===== src/rtl/sync_pkg.sv =====
// Shared state encoding for the debounce/qualification FSM.
package sync_pkg;

  typedef enum logic [1:0] {
    LOW_STABLE  = 2'd0,
    LOW_QUAL    = 2'd1,
    HIGH_STABLE = 2'd2,
    HIGH_QUAL   = 2'd3
  } state_t;

endpackage


===== src/rtl/edge_detect.sv =====
// One-cycle rise/fall pulses from a level, registered on the level's previous value.
module edge_detect (
  input  logic clk,
  input  logic rst,
  input  logic level,
  output logic rise,
  output logic fall
);

  logic level_q;

  always_ff @(posedge clk) begin
    if (rst) level_q <= 1'b0;
    else     level_q <= level;
  end

  assign rise = level & ~level_q;
  assign fall = ~level & level_q;

endmodule


===== src/rtl/debounce_edge.sv =====
// Debouncer: accepts a level change after STABLE_CYCLES consecutive enabled differing samples.
// Optional accepted-change counter evt_cnt is built only with DEBOUNCE_EVT_CNT_EN defined.
module debounce_edge
  import sync_pkg::*;
#(
  parameter int unsigned STABLE_CYCLES = 4,
  parameter int unsigned CNT_WIDTH     = 8
) (
  input  logic                 clk,
  input  logic                 rst,
  input  logic                 en,
  input  logic                 sync_in,
  output logic                 level,
  output logic                 rise,
  output logic                 fall
`ifdef DEBOUNCE_EVT_CNT_EN
  ,
  output logic [CNT_WIDTH-1:0] evt_cnt
`endif
);

  localparam logic [CNT_WIDTH-1:0] LAST = CNT_WIDTH'(STABLE_CYCLES - 1);
  localparam logic [CNT_WIDTH-1:0] ONE  = CNT_WIDTH'(1);

  state_t               state, state_nxt;
  logic [CNT_WIDTH-1:0] cnt, cnt_nxt;

  always_ff @(posedge clk) begin
    if (rst) begin
      state <= LOW_STABLE;
      cnt   <= '0;
    end else begin
      state <= state_nxt;
      cnt   <= cnt_nxt;
    end
  end

  // The sample that would bring cnt to STABLE_CYCLES switches state instead,
  // so cnt never holds STABLE_CYCLES and cannot wrap.
  always_comb begin
    state_nxt = state;
    cnt_nxt   = cnt;
    if (en) begin
      unique case (state)
        LOW_STABLE: begin
          if (sync_in) begin
            state_nxt = LOW_QUAL;
            cnt_nxt   = ONE;
          end
        end
        LOW_QUAL: begin
          if (!sync_in) begin
            state_nxt = LOW_STABLE;
            cnt_nxt   = '0;
          end else if (cnt == LAST) begin
            state_nxt = HIGH_STABLE;
            cnt_nxt   = '0;
          end else begin
            cnt_nxt = cnt + ONE;
          end
        end
        HIGH_STABLE: begin
          if (!sync_in) begin
            state_nxt = HIGH_QUAL;
            cnt_nxt   = ONE;
          end
        end
        HIGH_QUAL: begin
          if (sync_in) begin
            state_nxt = HIGH_STABLE;
            cnt_nxt   = '0;
          end else if (cnt == LAST) begin
            state_nxt = LOW_STABLE;
            cnt_nxt   = '0;
          end else begin
            cnt_nxt = cnt + ONE;
          end
        end
        default: begin
          state_nxt = LOW_STABLE;
          cnt_nxt   = '0;
        end
      endcase
    end
  end

  assign level = (state == HIGH_STABLE) || (state == HIGH_QUAL);

  edge_detect u_edge_detect (
    .clk   (clk),
    .rst   (rst),
    .level (level),
    .rise  (rise),
    .fall  (fall)
  );

`ifdef DEBOUNCE_EVT_CNT_EN
  always_ff @(posedge clk) begin
    if (rst)              evt_cnt <= '0;
    else if (rise | fall) evt_cnt <= evt_cnt + ONE;
  end
`endif

endmodule


===== config.mk =====
export PLATFORM = sky130hd
export DESIGN_NAME = debounce_edge
export DESIGN_NICKNAME = d
export VERILOG_FILES = /design/src/rtl/sync_pkg.sv /design/src/rtl/edge_detect.sv /design/src/rtl/debounce_edge.sv
export SDC_FILE = /design/constraint.sdc
export NUM_CORES = 1
export LEC_CHECK = 0
export CAP_MARGIN = 10
export CORE_MARGIN = 8
export CORE_UTILIZATION = 30
export CTS_CLUSTER_DIAMETER = 40
export CTS_CLUSTER_SIZE = 8
export DETAILED_ROUTE_END_ITERATION = 8
export PLACE_DENSITY_LB_ADDON = 0.2
export SYNTH_ARGS = -nofsm -noshare
export SYNTH_HDL_FRONTEND = slang
export SYNTH_SLANG_ARGS = --single-unit

===== constraint.sdc =====
create_clock -name clk -period 2 [get_ports clk]
set_input_delay 0.4 -clock clk [delete_from_list [all_inputs] [get_ports clk]]
set_output_delay 0.4 -clock clk [all_outputs]
set_load 0.05 [all_outputs]

==> results.toml <==
[run_status]
status = "complete, no violations"

[clocking]
holdBufCountCts = 0
cts_root_buffer = "clkbuf_4"
clkLatencyLatePin_ns = 0.27
clk_pin_slew_ns = 0.07
post_cts_buffers = 0
clock_sinks = 11
cts_tree = "yes"
cts_resized = 0
cts_buffers = 3
htreeDepth = 1
cts_buffer_depth = 2

[critical_path]
critPathArrivalTime_ns = 1.48
criticalPathCategory = "flip-flop to output pin"
rr_startpoint = "cnt[0]"
critical_path_buf_inv_count = 1
cp-end-kind = "output pin"
critPathLaunchType = "flip-flop"
crit_chain = "clkdlybuf4s50_1"
crit_family = "buffers and inverters"
cp.required_ns = 1.60
critPathSlowestCell = "clkdlybuf4s50_1"
crit_path_max_fanout = 5
max_stage_delay_ns = 0.83

[floorplan]
start_util_pct = 32.40
die_x_um = 59.42
core.rowCount = 15
io_pins = 7
die_area_um2 = 3531
chipHeight_um = 59.42
coreArea_um2 = 1745

[placed_design]
placed_cells = 91
hpwl_um = 798.2
routabilityCongestion = 0.7407
pre_cts_slack_ns = 0.1746
placed_cell_area_um2 = 651.9
io_buffers = 6

[sta]
clock.fmax_mhz = 530.8
tns_ns = 0
holdWs_ns = 0.5089
period_minus_slack_ns = 1.884
skew_ns = 0.001373
slew_violations = 0
setup_ws_ns = 0.1162
slew_headroom_pct = 67.11
setup_viol = 0
rsz0062_at_grt = "no"
finalCritPeriodShare_pct = 94.19
hold_violations = 0
tightest_slew_ns = 0.4919

[power_and_ir_drop]
p_leak_nw = 0.2550
powerDensity_nw_per_um2 = 637.2
power_uw = 432.1
vdd_drop_max_uv = 373.2

[drt]
wirelength_um = 1056
post_drt_wl_per_cell_um = 11.12
drtAntennaViolNets = 0
firstDrtPassIters = 2
vias = 446
initialDrtViolationCount = 2
post-route-drc-count = 0
via_per_inst = 4.695

[grt]
grt_pass1_vias = 395
grt_max_degree = 11
antenna_found_initial = 0
overflow = 0
gr-usage-all-layers_pct = 6.763
grt_pass1_wl_um = 1780

[synth]
synth_area_leader_cell = "dfxtp_1"
synth_commonest_cells = "dfxtp_1, nor2_1, xor2_1"
synth-edff-count = 0
syn_area_per_cell_um2 = 9.271
yosys.cell_count.top_type = "dfxtp_1"
ys.warnings.count = 0
synthArstFlopShare_pct = 0
synth_flop_cell = "dfxtp_1"
syn_area_um2 = 565.5
synth_cells = 61
seq_area_frac_synth_pct = 38.94
synth.top_cell.area_share_pct = 38.94
ys_ff_latch = 11
syn_nets = 66
synth_area_leaders = "dfxtp_1, xor2_1, and4_1, nor2_1, o21ai_0"
synth.distinct_cells = 26

[cells_and_area]
antenna_cells = 0
drive_gt1_share_pct = 14.29
nFillCells = 183
fin_nets = 76
area_growth_pct = 19.91
finalNonFillerCells = 95
final_area_um2 = 678.2
final_util_pct = 38.85

[flow_run]
max-cap-violations = 0

[worst_hold_path]
holdCritPathClass = "flip-flop to flip-flop"
hold_start = "cnt[0]"
[cells in the final DEF (no fill, tap or decap), types with 2 or more instances in the layout]
master and instances:
dfxtp_1 11, xor2_1 6, nor2_1 6, o21ai_0 4
clkdlybuf4s50_1 4, nor2b_1 3, inv_1 3, nand2_1 3
a21oi_1 3, and4_1 3, clkbuf_4 3, buf_4 3
o211ai_1 2
[power by group]
part,internal [mW],switching (mW)
clock,0.0772,0.0739
combinational,0.0209,0.0292
sequential,0.224,0.00712
total,0.322,0.110
[per-layer routing]
layer,vias to the layer above,GRT usage (%),routed length [um]
met1,200,9.058,571
met5,-,0,0
li1,239,-,-
met3,0,3.905,44
met2,7,8.629,440
met4,0,2.048,0
[cell families after synthesis]
| kind of cell | after synthesis | synth area share [%] |
|---|---|---|
| flip-flops | 11 | 38.94 |
| AND/OR/NAND/NOR | 20 | 19.91 |
| AO/OA/AOI/OAI | 18 | 26.33 |
| buffers and inverters | 5 | 3.319 |
| adder cells (fa/ha/maj) | 1 | 2.212 |
| XOR/XNOR | 6 | 9.292 |
[worst paths after layout]
check,endpoint,slack [ns],cells past startpoint
setup / recovery,level,0.12,1
hold / removal,cnt[0],0.51,2
setup reg to reg,cnt[5],0.30,5
hold reg to reg,cnt[0],0.51,2
[sequential cells by signal, indices dropped and copies added, names as in the netlist, named ones only]
register / count
u_edge_detect.level_q: 1
state: 1
cnt: 8
[final cells by class]
| cell class | count | area, um2 | area share [%] |
|---|---|---|---|
| flip-flops and latches | 11 | 220.2 | 32.47 |
| well taps | 25 | 31.28 | 4.613 |
| clock buffers | 4 | 26.28 | 3.875 |
| repair buffers | 7 | 62.56 | 9.225 |
| inverters | 3 | 11.26 | 1.661 |
| multi-input cells | 45 | 326.6 | 48.15 |
[worst reg2reg max path, cell delays in order, from the launching register on]
cell      delay, ns
dfxtp_1        0.36
ha_1           0.20
or4b_1         0.47
o211a_4        0.31
o21bai_4       0.19
nor2_1         0.07
Power figures use the tool's default switching activity.
